`src/rtl/apb_master_if.sv`:
```
// Bundle of the command, APB and response signals around the APB initiator.
// The master modport is the initiator's view; the slave modport is the view of
// whatever drives commands and plays the APB responder.
interface apb_master_if #(
  parameter int ADDR_WIDTH = 32,
  parameter int DATA_WIDTH = 32
);
  // Command port
  logic                    cmd_valid;
  logic                    cmd_ready;
  logic                    cmd_write;
  logic [ADDR_WIDTH-1:0]   cmd_addr;
  logic [DATA_WIDTH-1:0]   cmd_wdata;
  logic [DATA_WIDTH/8-1:0] cmd_strobe;
  // APB request
  logic                    psel;
  logic                    penable;
  logic                    pwrite;
  logic [ADDR_WIDTH-1:0]   paddr;
  logic [DATA_WIDTH-1:0]   pwdata;
  logic [DATA_WIDTH/8-1:0] pstrb;
  logic                    trnsfr;
  // APB response
  logic                    pready;
  logic                    pslverr;
  logic [DATA_WIDTH-1:0]   prdata;
  // Response port
  logic                    rsp_valid;
  logic [DATA_WIDTH-1:0]   rsp_rdata;
  logic                    rsp_err;
  logic                    rsp_timeout;

  modport master (
    input  cmd_valid, cmd_write, cmd_addr, cmd_wdata, cmd_strobe,
    output cmd_ready,
    output psel, penable, pwrite, paddr, pwdata, pstrb, trnsfr,
    input  pready, pslverr, prdata,
    output rsp_valid, rsp_rdata, rsp_err, rsp_timeout
  );

  modport slave (
    output cmd_valid, cmd_write, cmd_addr, cmd_wdata, cmd_strobe,
    input  cmd_ready,
    input  psel, penable, pwrite, paddr, pwdata, pstrb, trnsfr,
    output pready, pslverr, prdata,
    input  rsp_valid, rsp_rdata, rsp_err, rsp_timeout
  );
endinterface

```
`src/rtl/apb_master.sv`:
```
// APB initiator: takes one command at a time, runs the SETUP/ACCESS sequence,
// returns a one-cycle response and aborts a transfer whose responder keeps
// pready low for too long.
module apb_master #(
  parameter int ADDR_WIDTH     = 32,
  parameter int DATA_WIDTH     = 32,
  parameter int TIMEOUT_CYCLES = 16
) (
  input logic          clk,
  input logic          rst,
  apb_master_if.master bus
);

  localparam int STRB_W = DATA_WIDTH / 8;
  localparam int CNT_W  = (TIMEOUT_CYCLES < 1) ? 1 : $clog2(TIMEOUT_CYCLES + 1);
  localparam logic [CNT_W-1:0] CNT_LIM = CNT_W'(TIMEOUT_CYCLES);
  localparam logic [CNT_W-1:0] CNT_MAX = '1;

  typedef enum logic [1:0] {IDLE, SETUP, ACCESS} state_e;

  state_e              state_q;
  logic [CNT_W-1:0]    wait_q;
  logic                psel_q;
  logic                penable_q;
  logic                pwrite_q;
  logic [ADDR_WIDTH-1:0] paddr_q;
  logic [DATA_WIDTH-1:0] pwdata_q;
  logic [STRB_W-1:0]   pstrb_q;
  logic                rsp_valid_q;
  logic [DATA_WIDTH-1:0] rsp_rdata_q;
  logic                rsp_err_q;
  logic                rsp_timeout_q;

  logic                accept;
  logic                tmo_hit;

  // A new command can be taken in IDLE, or in the completing ACCESS cycle for
  // back-to-back transfers; the abort cycle never accepts.
  assign bus.cmd_ready = (state_q == IDLE) | ((state_q == ACCESS) & bus.pready);
  assign bus.trnsfr    = (state_q == ACCESS) & bus.cmd_valid;
  assign accept        = bus.cmd_valid & bus.cmd_ready;
  // Counter already at the limit and still no pready: this edge aborts.
  assign tmo_hit       = (TIMEOUT_CYCLES != 0) && (state_q == ACCESS) &&
                         !bus.pready && (wait_q == CNT_LIM);

  assign bus.psel        = psel_q;
  assign bus.penable     = penable_q;
  assign bus.pwrite      = pwrite_q;
  assign bus.paddr       = paddr_q;
  assign bus.pwdata      = pwdata_q;
  assign bus.pstrb       = pstrb_q;
  assign bus.rsp_valid   = rsp_valid_q;
  assign bus.rsp_rdata   = rsp_rdata_q;
  assign bus.rsp_err     = rsp_err_q;
  assign bus.rsp_timeout = rsp_timeout_q;

  // Transfer sequencer with registered APB and response outputs.
  always_ff @(posedge clk or posedge rst) begin
    if (rst) begin
      state_q       <= IDLE;
      wait_q        <= '0;
      psel_q        <= 1'b0;
      penable_q     <= 1'b0;
      pwrite_q      <= 1'b0;
      paddr_q       <= '0;
      pwdata_q      <= '0;
      pstrb_q       <= '0;
      rsp_valid_q   <= 1'b0;
      rsp_rdata_q   <= '0;
      rsp_err_q     <= 1'b0;
      rsp_timeout_q <= 1'b0;
    end else begin
      rsp_valid_q   <= 1'b0;
      rsp_rdata_q   <= '0;
      rsp_err_q     <= 1'b0;
      rsp_timeout_q <= 1'b0;

      // Payload is captured only on accept and otherwise held.
      if (accept) begin
        pwrite_q <= bus.cmd_write;
        paddr_q  <= bus.cmd_addr;
        pwdata_q <= bus.cmd_write ? bus.cmd_wdata : '0;
        pstrb_q  <= bus.cmd_strobe;
      end

      unique case (state_q)
        IDLE: begin
          psel_q    <= 1'b0;
          penable_q <= 1'b0;
          if (accept) begin
            psel_q  <= 1'b1;
            state_q <= SETUP;
          end
        end
        SETUP: begin
          // psel rose a cycle earlier, so penable may rise now.
          penable_q <= 1'b1;
          wait_q    <= '0;
          state_q   <= ACCESS;
        end
        ACCESS: begin
          if (bus.pready) begin
            rsp_valid_q <= 1'b1;
            rsp_err_q   <= bus.pslverr;
            rsp_rdata_q <= (!pwrite_q && !bus.pslverr) ? bus.prdata : '0;
            wait_q      <= '0;
            penable_q   <= 1'b0;
            if (accept) begin
              state_q <= SETUP;
            end else begin
              psel_q  <= 1'b0;
              state_q <= IDLE;
            end
          end else if (tmo_hit) begin
            rsp_valid_q   <= 1'b1;
            rsp_err_q     <= 1'b1;
            rsp_timeout_q <= 1'b1;
            wait_q        <= '0;
            psel_q        <= 1'b0;
            penable_q     <= 1'b0;
            state_q       <= IDLE;
          end else if (wait_q != CNT_MAX) begin
            wait_q <= wait_q + 1'b1;
          end
        end
        default: state_q <= IDLE;
      endcase
    end
  end

endmodule

```
`src/flat_wrapper.sv`:
```
// flat-port wrapper written by rule: the top's interface ports become plain ports
module apb_master_flat 
#(
  parameter int ADDR_WIDTH     = 32,
  parameter int DATA_WIDTH     = 32,
  parameter int TIMEOUT_CYCLES = 16
)
  (clk, rst, bus_cmd_valid, bus_cmd_write, bus_cmd_addr, bus_cmd_wdata, bus_cmd_strobe, bus_cmd_ready, bus_psel, bus_penable, bus_pwrite, bus_paddr, bus_pwdata, bus_pstrb, bus_trnsfr, bus_pready, bus_pslverr, bus_prdata, bus_rsp_valid, bus_rsp_rdata, bus_rsp_err, bus_rsp_timeout);
  apb_master_if #(.ADDR_WIDTH(ADDR_WIDTH), .DATA_WIDTH(DATA_WIDTH)) bus_i ();
  input logic clk;
  input logic rst;
  input wire logic [$bits(bus_i.cmd_valid)-1:0] bus_cmd_valid;
  input wire logic [$bits(bus_i.cmd_write)-1:0] bus_cmd_write;
  input wire logic [$bits(bus_i.cmd_addr)-1:0] bus_cmd_addr;
  input wire logic [$bits(bus_i.cmd_wdata)-1:0] bus_cmd_wdata;
  input wire logic [$bits(bus_i.cmd_strobe)-1:0] bus_cmd_strobe;
  output wire logic [$bits(bus_i.cmd_ready)-1:0] bus_cmd_ready;
  output wire logic [$bits(bus_i.psel)-1:0] bus_psel;
  output wire logic [$bits(bus_i.penable)-1:0] bus_penable;
  output wire logic [$bits(bus_i.pwrite)-1:0] bus_pwrite;
  output wire logic [$bits(bus_i.paddr)-1:0] bus_paddr;
  output wire logic [$bits(bus_i.pwdata)-1:0] bus_pwdata;
  output wire logic [$bits(bus_i.pstrb)-1:0] bus_pstrb;
  output wire logic [$bits(bus_i.trnsfr)-1:0] bus_trnsfr;
  input wire logic [$bits(bus_i.pready)-1:0] bus_pready;
  input wire logic [$bits(bus_i.pslverr)-1:0] bus_pslverr;
  input wire logic [$bits(bus_i.prdata)-1:0] bus_prdata;
  output wire logic [$bits(bus_i.rsp_valid)-1:0] bus_rsp_valid;
  output wire logic [$bits(bus_i.rsp_rdata)-1:0] bus_rsp_rdata;
  output wire logic [$bits(bus_i.rsp_err)-1:0] bus_rsp_err;
  output wire logic [$bits(bus_i.rsp_timeout)-1:0] bus_rsp_timeout;
  assign bus_i.cmd_valid = bus_cmd_valid;
  assign bus_i.cmd_write = bus_cmd_write;
  assign bus_i.cmd_addr = bus_cmd_addr;
  assign bus_i.cmd_wdata = bus_cmd_wdata;
  assign bus_i.cmd_strobe = bus_cmd_strobe;
  assign bus_cmd_ready = bus_i.cmd_ready;
  assign bus_psel = bus_i.psel;
  assign bus_penable = bus_i.penable;
  assign bus_pwrite = bus_i.pwrite;
  assign bus_paddr = bus_i.paddr;
  assign bus_pwdata = bus_i.pwdata;
  assign bus_pstrb = bus_i.pstrb;
  assign bus_trnsfr = bus_i.trnsfr;
  assign bus_i.pready = bus_pready;
  assign bus_i.pslverr = bus_pslverr;
  assign bus_i.prdata = bus_prdata;
  assign bus_rsp_valid = bus_i.rsp_valid;
  assign bus_rsp_rdata = bus_i.rsp_rdata;
  assign bus_rsp_err = bus_i.rsp_err;
  assign bus_rsp_timeout = bus_i.rsp_timeout;
  apb_master #(.ADDR_WIDTH(ADDR_WIDTH), .DATA_WIDTH(DATA_WIDTH), .TIMEOUT_CYCLES(TIMEOUT_CYCLES)) u_core (.clk(clk), .rst(rst), .bus(bus_i));
endmodule
```
`config.mk`:
```
export PLATFORM = sky130hd
export DESIGN_NAME = apb_master_flat
export DESIGN_NICKNAME = d
export VERILOG_FILES = /design/src/rtl/apb_master_if.sv /design/src/rtl/apb_master.sv /design/src/flat_wrapper.sv
export SDC_FILE = /design/constraint.sdc
export NUM_CORES = 1
export LEC_CHECK = 0
export ABC_AREA = 1
export CELL_PAD_IN_SITES_DETAIL_PLACEMENT = 1
export CELL_PAD_IN_SITES_GLOBAL_PLACEMENT = 1
export CORE_MARGIN = 2
export CORE_UTILIZATION = 32
export DETAILED_ROUTE_END_ITERATION = 8
export PLACE_DENSITY = 0.85
export SYNTH_ARGS = -nofsm -noshare
export SYNTH_HDL_FRONTEND = slang
export SYNTH_SLANG_ARGS = --single-unit
```
`constraint.sdc`:
```
create_clock -name clk -period 10.3 [get_ports clk]
set_input_delay 1.03 -clock clk [delete_from_list [all_inputs] [get_ports clk]]
set_output_delay 1.03 -clock clk [all_outputs]
set_load 0.1 [all_outputs]
```
==> results of run 1 <==
-- routing by layer --
layer | wire [µm] | share of wire, %
met2 | 6890 | 50
met4 | 466 | 3.4
met5 | 0 | 0
met3 | 1140 | 8.3
met1 | 5300 | 38
-- flip-flops by register name, summed over array words and instances, names as in the netlist --
name,flops
u_core.bus.penable,1
u_core.bus.pwdata,32
u_core.bus.rsp_err,1
u_core.bus.pwrite,1
u_core.bus.psel,1
u_core.bus.rsp_timeout,1
u_core.state_q,2
u_core.bus.pstrb,4
u_core.bus.rsp_valid,1
u_core.bus.paddr,32
u_core.wait_q,5
u_core.bus.rsp_rdata,32
-- worst max-delay path, cell delays in order --
cell and delay [ps]:
clkdlybuf4s50_1 520, nand2_2 410, nand2_4 210, clkdlybuf4s50_1 1150
-- logic make-up (layout without fill, tap and decap cells) --
| family | count (synthesis) | after routing |
|---|---|---|
| xor gates and xnor gates | 1 | 1 |
| AOI/OAI and AO/OA | 45 | 45 |
| buffers and inverters | 43 | 264 |
| and+or+nand+nor | 244 | 244 |
| DFF | 113 | 113 |
| adders and majority gates | 7 | 7 |
-- final cells by class --
type / count / share of cell area (%)
clock buffers: 26 / 7.11
flip-flops and latches: 113 / 38.7
well taps: 180 / 3.08
multi-input cells: 297 / 20.0
clock inverters: 5 / 0.685
repair buffers: 215 / 29.4
inverters: 18 / 0.960
-- stage by stage --
step | area, µm² | hold slack (ps) | setup slack (ps) | cells | utilization, %
5_1_grt | 7300 | 503 | 5820 | 854 | 52.6
6_report | 7300 | 474 | 5940 | 854 | 52.6
3_3_place_gp | 6730 | 462 | 5980 | 823 | 48.5
2_1_floorplan | 4550 | 479 | 6280 | 453 | -
4_1_cts | 7300 | 480 | 5920 | 854 | 52.6
3_5_place_dp | 6730 | 465 | 5920 | 823 | 48.5
-- cell usage in the layout, fill, tap and decap left out, types with 3 or more instances in the layout --
cell type	n
ha_1	7
clkinv_2	4
clkbuf_1	3
o21ai_0	12
clkbuf_16	17
o21ai_1	17
inv_1	16
nand2_1	190
nand3_1	3
o21ai_2	14
nor2_1	4
nor3b_1	32
dfrtp_1	113
clkdlybuf4s50_1	213
clkbuf_8	6
nand2_2	12
-- final timing paths --
kind	cells past startpoint	to	slack, ps	startpoint
min reg2reg	2	u_core.bus.paddr[12]	470	u_core.bus.paddr[12]
max reg2reg	9	u_core.bus.paddr[21]	6920	u_core.state_q[0]
max in group asynchronous	3	u_core.bus.pwdata[31]	8010	rst
min	2	u_core.bus.paddr[12]	470	u_core.bus.paddr[12]
max	4	bus_cmd_ready	5940	bus_pready
min in group asynchronous	2	u_core.bus.rsp_rdata[26]	1130	rst
==> results by group, run 1 <==
Yosys
  – Most instantiated flip-flop cell in the synthesis netlist: dfrtp_1
  – Count of flip-flops with a built-in enable after synthesis: 0
  – Multiplexer share of the synthesized area: 0%
  – Synth Area in Compound Gates: 6.13%
  – Post-synthesis cell type count: 23
  – Top cells by count, synth: nand2_1, dfrtp_1, nor3b_1
  – Area share of and/or/nand/nor cells after synthesis: 23.9%
  – Cell count after synthesis: 453
  – Xor and xnor fraction of the mapped netlist area: 0.193%
  – Sequential fraction of the synthesis area: 62.2%
  – Largest cells by area after synthesis: dfrtp_1, nand2_1, nor3b_1
  – Synth Cell Area: 4550 µm²
  – Most repeated cell in the gate-level netlist after synthesis: nand2_1
  – Largest family of logic cells by synthesized area: simple AND/OR/NAND/NOR gates
  – Share of the synthesized area in the top cell type: 62.2%
  – Number of warnings reported in the yosys synthesis log: 0
  – Cell type with the largest total area after synthesis: dfrtp_1
  – Flop and latch count out of synthesis: 113
  – Adder-Cell Fraction of Synth Area: 1.93%
  – Synthesized netlist net count: 566
  – Async set-or-reset flop fraction in the synthesized netlist: 100%
  – Per-instance average area after synthesis: 10.0 µm²

Critical path
  – Endpoint class of the critical path: primary output
  – Required time of the critical path: 9270 ps
  – Worst Path Max Fanout: 35
  – Arrival time worst endpoint: 3330 ps
  – Startpoint-to-endpoint class of the critical path: in2out
  – Worst setup SP type: input port

Timing
  – Setup TNS after final layout: 0 ps
  – Setup repair after global routing missed its margin: false
  – Max Slew Vio Count: 0
  – Clock tree skew after final layout: 7.36 ps
  – Max_slew headroom: 19.9%
  – Number of setup violations in the final report: 0
  – Post-route minimum period: 4360 ps
  – Number of failing hold endpoints at the final stage: 0
  – Worst Max-Slew Pin Slew: 1200 ps
  – Highest clock frequency the design can meet: 229 MHz
  – Post-route fraction of the period consumed by the critical path: 42.4%

Placement
  – Port-buffer cells: 213
  – Post-DP HPWL: 9640 µm
  – Gp weighted congestion: 0.693

Clock tree
  – Clock tree from TritonCTS: built
  – Number of buffers on the longest clock path: 2
  – TritonCTS buffer count: 17
  – Root Buffer: clkbuf_16
  – CTS H-tree lvls: 4
  – Number of setup buffers added after CTS: 0
  – Post-CTS Resized: 0
  – CTS Hold Bufs: 0
  – Count of clock tree sinks: 113
  – Clock-pin slew on the worst setup and hold paths: 50 ps
  – Clock latency at the later pin of the worst-skew pair: 410 ps

Layout
  – Combined flip-flop and latch cell area: 2830 µm²
  – Layout area overhead: 60.5%
  – Diodes inserted: 0
  – Proportion of layout cells with a drive suffix above 1: 8.90%
  – Fill cell instance count of the final layout: 1549
  – Number of nets in the final layout: 775
  – Total area of multi-input combinational cells: 1460 µm²

Floorplanning
  – Boundary Pins: 214
  – Overall die area: 15200 µm²
  – Starting utilization of the core area: 32.8%
  – Die height: 123 µm
  – Horizontal die dimension: 123 µm
  – Row count: 43
  – Placeable Area: 13900 µm²

Global routing
  – Aggregate global routing overflow: 0
  – Most used routing layer: met2
  – First-pass GRT wire length: 21800 µm
  – Global Route met1 Usage: 21.3%
  – Pin count of the biggest net entering global routing: 104
  – Met2 GRT Util: 31.1%
  – Number of global-route vias before repair: 4364
  – Met3 Track Usage GR: 7.43%
  – Initial antenna violation count: 0
  – Global-route total usage across every layer: 18.9%

Run
  – Number of violations of the max-capacitance limit: 0

Detailed routing
  – Post-detailed-routing wire length: 13800 µm
  – Number of vias per cell: 4.57
  – Number of antenna-violating nets in the routed design: 0
  – Post-route DRC: 0
  – Routed wire length per instance: 16.1 µm
  – DRC marker count from the first detailed-route iteration: 182
  – Initial DRT Pass Iterations: 4
  – Vias: 3906

Status
  – Status: finished, final reports clean

Worst hold path
  – Worst hold-check path type: reg2reg
Power of run 1 is not shown: default switching activity piles up to over one toggle a cycle in this logic, so the estimate is an artifact.
==> run 2, diff against run 1 <==
Settings changed: CORE_UTILIZATION 32 to 27, PLACE_DENSITY 0.85 to 0.76.
Clock period 10.3 ns to 3.85 ns, I/O delays scaled along.
==> run 2 against run 1 <==
Global-route usage down 3.1 points. Via count increased by 0.13%. Critical path depth increased by 1. Sequential share of layout area down 0.44 points. Critical endpoint is now bus_trnsfr.
==> results by group, run 2 (synthesis gave the netlist of run 1 again) <==
Detailed routing
  – Routed wire length per instance: 15.3 µm (-5.0%)
  – Number of antenna-violating nets in the routed design: 0 (unchanged)
  – Post-detailed-routing wire length: 13700 µm (-0.31%)
  – DRC marker count from the first detailed-route iteration: 112 (-38%)
  – Post-route DRC: 0 (unchanged)
  – Vias: 3911 (+0.13%)
  – Number of vias per cell: 4.36 (-4.6%)
  – Initial DRT Pass Iterations: 4 (unchanged)

Critical path
  – Cell seen most often among critical-path stages: inv_1
  – Endpoint class of the critical path: primary output
  – Slack of the worst reg-to-reg path: 1210 ps (-5710 ps)
  – Arrival time worst endpoint: 2490 ps (-840 ps)
  – Series of cell instances along the critical path: inv_1 > ha_1 > nand2_1 > inv_1 > clkdlybuf4s50_1
  – Slowest Stage Delay on Critical Path: 1130 ps (-20 ps)
  – Required time of the critical path: 3460 ps (-5810 ps)
  – Crit-path leading delay family: buffers and inverters
  – Buf+Inv Stages, Crit Path: 3 (+1)
  – Worst Path Max Fanout: 5 (-86%)
  – Critical Path Slowest Stage Cell: clkdlybuf4s50_1
  – Startpoint-to-endpoint class of the critical path: reg2out
  – Worst setup SP type: register

Clock tree
  – CTS H-tree lvls: 4 (unchanged)
  – Post-CTS Resized: 0 (unchanged)
  – Clock tree from TritonCTS: built
  – Root Buffer: clkbuf_16
  – Number of setup buffers added after CTS: 0 (unchanged)
  – TritonCTS buffer count: 17 (unchanged)
  – Count of clock tree sinks: 113 (unchanged)
  – Clock latency at the later pin of the worst-skew pair: 410 ps (about the same)
  – Clock-pin slew on the worst setup and hold paths: 60 ps (about the same)
  – Number of buffers on the longest clock path: 2 (unchanged)
  – CTS Hold Bufs: 0 (unchanged)

Floorplanning
  – Boundary Pins: 214 (unchanged)
  – Horizontal die dimension: 134 µm (+8.6%)
  – Die height: 134 µm (+8.6%)
  – Starting utilization of the core area: 27.5% (-5.2 points)
  – Overall die area: 17900 µm² (+18%)
  – Row count: 47 (+9.3%)
  – Placeable Area: 16500 µm² (+19%)

Run
  – Number of violations of the max-capacitance limit: 0 (unchanged)

Timing
  – Worst Max-Slew Pin Slew: 1220 ps (+21.6 ps)
  – Setup repair after global routing missed its margin: false
  – Post-route fraction of the period consumed by the critical path: 74.6%
  – Highest clock frequency the design can meet: 348 MHz
  – Clock tree skew after final layout: 15.7 ps (+8.35 ps)
  – Max_slew headroom: 18.5% (-1.4 points)
  – Number of failing hold endpoints at the final stage: 0 (unchanged)
  – Setup TNS after final layout: 0 ps (unchanged)
  – Post-route minimum period: 2870 ps
  – Max Slew Vio Count: 0 (unchanged)
  – Number of setup violations in the final report: 0 (unchanged)

Layout
  – Number of nets in the final layout: 776 (+0.13%)
  – Commonest cells after routing, fill and taps aside: clkdlybuf4s50_1, nand2_1, dfrtp_1
  – Proportion of layout cells with a drive suffix above 1: 9.62% (+0.71 points)
  – Diodes inserted: 0 (unchanged)
  – Layout area overhead: 62.3%
  – Most common cell after layout, fill and taps aside: clkdlybuf4s50_1
  – Fill cell instance count of the final layout: 1857 (+20%)

Worst hold path
  – Worst hold-check path type: reg2reg

Placement
  – Port-buffer cells: 213 (unchanged)
  – Post-DP HPWL: 9800 µm (+1.7%)
  – Gp weighted congestion: 0.795 (+15%)

Global routing
  – Global-route total usage across every layer: 15.8% (-3.1 points)
  – First-pass GRT wire length: 22200 µm (+1.9%)
  – Pin count of the biggest net entering global routing: 72 (-31%)
  – Number of global-route vias before repair: 4336 (-0.64%)
  – Initial antenna violation count: 0 (unchanged)
  – Aggregate global routing overflow: 0 (unchanged)

Status
  – Status: finished, final reports clean
==> run 2: path summary, 6_finish.rpt <==
path | from | end | cells past startpoint
max | u_core.state_q[0] | bus_trnsfr | 5
min | u_core.bus.paddr[13] | u_core.bus.paddr[13] | 2
max reg2reg | u_core.state_q[0] | u_core.bus.pwrite | 7
min reg2reg | u_core.bus.paddr[13] | u_core.bus.paddr[13] | 2
max in group asynchronous | rst | u_core.bus.paddr[3] | 3
min in group asynchronous | rst | u_core.bus.rsp_rdata[24] | 2
==> run 2: final cells by class <==
type                            count  area [µm²]  area share, %
Sequential cell                   113        2830           38.3
Timing Repair Buffer              216        2160           29.3
Multi-Input combinational cell    297        1460           19.8
Clock buffer                       18         429           5.81
Tap cell                          220         275           3.73
Clock inverter                     14         156           2.12
Inverter                           18        70.1          0.949
==> run 2: routing by layer <==
layer  track usage [%]  wire, µm
met5                 0         0
met4              5.97       343
met2              27.5      6900
met1              17.5      5560
met3              5.90       948
==> run 2: tightest hold or removal path, delay by kind of cell (launching register included) <==
family | cells | cell delay, ps
DFF | 1 | 340
and+or+nand+nor | 2 | 100
==> run 2: per-stage QoR <==
| stage | setup slack (ps) | cell area, µm² | std cells | hold slack, ps | util, % |
|---|---|---|---|---|---|
| floorplan | 478 | 4550 | 453 | 479 | - |
| global placement | 1220 | 6800 | 864 | 462 | 41.2 |
| detailed placement | 1110 | 6800 | 864 | 464 | 41.2 |
| CTS | 965 | 7390 | 896 | 480 | 44.7 |
| global route | 856 | 7390 | 896 | 498 | 44.7 |
| finish | 976 | 7390 | 896 | 473 | 44.7 |
Power of run 2 is left out for the same reason.
==> run 3, diff against run 2 <==
Settings changed: CORE_UTILIZATION 27 to 30, PLACE_DENSITY 0.76 to 0.8.
Clock period 3.85 ns to 3 ns, I/O delays scaled along.
==> run 3 against run 2 <==
Routed wire length rose by 5.2%. Largest cell class unchanged. Setup slack got worse by 220 ps. Highest routed layer unchanged. Non-clock buffer count rose by 3. Sequential share of layout area rose by 0.47 points. Register-to-register slack got worse by 450 ps. First-iteration DRC count rose by 22%.
==> results by group, run 3 (synthesis gave the netlist of run 1 again) <==
Critical path
  – Series of cell instances along the critical path: inv_1 > ha_1 > nand2_2 > nand2_4 > nand2_4 > inv_2 > nand2_1 > nand2_1
  – Critical Path Slowest Stage Cell: inv_2
  – Start point of the critical path: u_core.state_q[0]
  – Worst Path Max Fanout: 38 (+33)
  – Startpoint-to-endpoint class of the critical path: reg2reg
  – Endpoint class of the critical path: register
  – Buf+Inv Stages, Crit Path: 2 (-1)
  – Arrival time worst endpoint: 2580 ps (+90 ps)
  – Slowest Stage Delay on Critical Path: 670 ps (-460 ps)
  – Worst setup SP type: register
  – Crit-path leading delay family: buffers and inverters
  – Required time of the critical path: 3340 ps (-120 ps)
  – Startpoint of the worst-slack reg-to-reg timing path: u_core.state_q[0]

Run
  – Number of violations of the max-capacitance limit: 0 (unchanged)

Clock tree
  – CTS Hold Bufs: 0 (unchanged)
  – Clock tree from TritonCTS: built
  – Number of buffers on the longest clock path: 2 (unchanged)
  – TritonCTS buffer count: 17 (unchanged)
  – Clock-pin slew on the worst setup and hold paths: 60 ps (about the same)
  – Post-CTS Resized: 0 (unchanged)
  – Root Buffer: clkbuf_16
  – Number of setup buffers added after CTS: 0 (unchanged)
  – Count of clock tree sinks: 113 (unchanged)
  – CTS H-tree lvls: 4 (unchanged)
  – Clock latency at the later pin of the worst-skew pair: 410 ps (about the same)

Timing
  – Worst Max-Slew Pin Slew: 1050 ps (-172 ps)
  – Setup TNS after final layout: 0 ps (unchanged)
  – Setup repair after global routing missed its margin: false
  – Clock tree skew after final layout: 9.00 ps (-6.71 ps)
  – Max Slew Vio Count: 0 (unchanged)
  – Highest clock frequency the design can meet: 446 MHz
  – Number of setup violations in the final report: 0 (unchanged)
  – Number of failing hold endpoints at the final stage: 0 (unchanged)
  – Post-route fraction of the period consumed by the critical path: 74.7%
  – Post-route minimum period: 2240 ps
  – Max_slew headroom: 30.1% (+12 points)

Detailed routing
  – Routed wire length per instance: 16.7 µm (+8.7%)
  – Number of vias per cell: 4.55 (+4.2%)
  – Post-detailed-routing wire length: 14500 µm (+5.2%)
  – Post-route DRC: 0 (unchanged)
  – Vias: 3942 (+0.79%)
  – Number of antenna-violating nets in the routed design: 0 (unchanged)
  – DRC marker count from the first detailed-route iteration: 137 (+22%)
  – Initial DRT Pass Iterations: 4 (unchanged)

Status
  – Status: finished, final reports clean

Worst hold path
  – Worst hold-check path type: in2reg
  – Hold wc startpoint: bus_cmd_addr[24]

Layout
  – Diodes inserted: 0 (unchanged)
  – Commonest cells after routing, fill and taps aside: nand2_1, clkdlybuf4s50_1, dfrtp_1
  – Proportion of layout cells with a drive suffix above 1: 20.9% (+11 points)
  – Most common cell after layout, fill and taps aside: nand2_1
  – Number of nets in the final layout: 779 (+0.39%)
  – Layout area overhead: 60.4%

Floorplanning
  – Die height: 127 µm (-5.0%)
  – Overall die area: 16200 µm² (-9.7%)
  – Horizontal die dimension: 127 µm (-5.0%)
  – Boundary Pins: 214 (unchanged)
  – Row count: 45 (-4.3%)
  – Placeable Area: 15000 µm² (-9.0%)
  – Starting utilization of the core area: 30.3% (+2.7 points)

Global routing
  – Global-route total usage across every layer: 18.3% (+2.6 points)
  – Pin count of the biggest net entering global routing: 61 (-15%)
  – Number of global-route vias before repair: 4528 (+4.4%)
  – Aggregate global routing overflow: 0 (unchanged)
  – Initial antenna violation count: 0 (unchanged)
  – First-pass GRT wire length: 22900 µm (+3.2%)

Placement
  – Gp weighted congestion: 0.755 (-5.1%)
  – Port-buffer cells: 213 (unchanged)
  – Post-DP HPWL: 10100 µm (+3.5%)
==> run 3: area by class of cell <==
type | count | area [µm²]
Fill cell | 1638 | 7740
Sequential cell | 113 | 2830
Timing Repair Buffer | 219 | 1990
Multi-Input combinational cell | 297 | 1460
Clock buffer | 23 | 488
Tap cell | 188 | 235
Clock inverter | 9 | 224
Inverter | 18 | 71.3
==> run 3: final timing paths <==
kind	depth (start not counted)	to	slack [ps]
worst max-delay path	8	u_core.bus.paddr[20]	760
worst min-delay path	3	u_core.bus.paddr[24]	430
worst max register to register	8	u_core.bus.paddr[20]	760
worst min register to register	2	u_core.bus.paddr[14]	480
max in group asynchronous	3	u_core.bus.paddr[13]	1990
min in group asynchronous	3	u_core.bus.rsp_rdata[23]	460
==> run 3: worst reg2reg max path, stage by stage, from the launching register on <==
cell     delay (ps)
dfrtp_1         420
inv_1           100
ha_1            260
nand2_2         110
nand2_4          80
nand2_4         220
inv_2           700
nand2_1         180
nand2_1         110
==> run 3: layer usage <==
| layer | share of wire (%) | global-route usage (%) |
|---|---|---|
| met2 | 52 | 32.8 |
| met5 | 0 | 0 |
| met1 | 40 | 20.1 |
| met4 | 1.7 | 6.98 |
| met3 | 6.6 | 6.37 |
==> run 3: per-stage QoR <==
step	area [µm²]	std cells	setup slack [ps]	hold WS, ps	util, %
2_1_floorplan	4550	453	1240	404	-
3_5_place_dp	6580	835	743	467	43.8
4_1_cts	7300	867	747	413	48.5
5_1_grt	7300	867	531	438	48.5
6_report	7300	867	760	429	48.5
3_3_place_gp	6580	835	806	462	43.8
Power of run 3 is left out for the same reason.
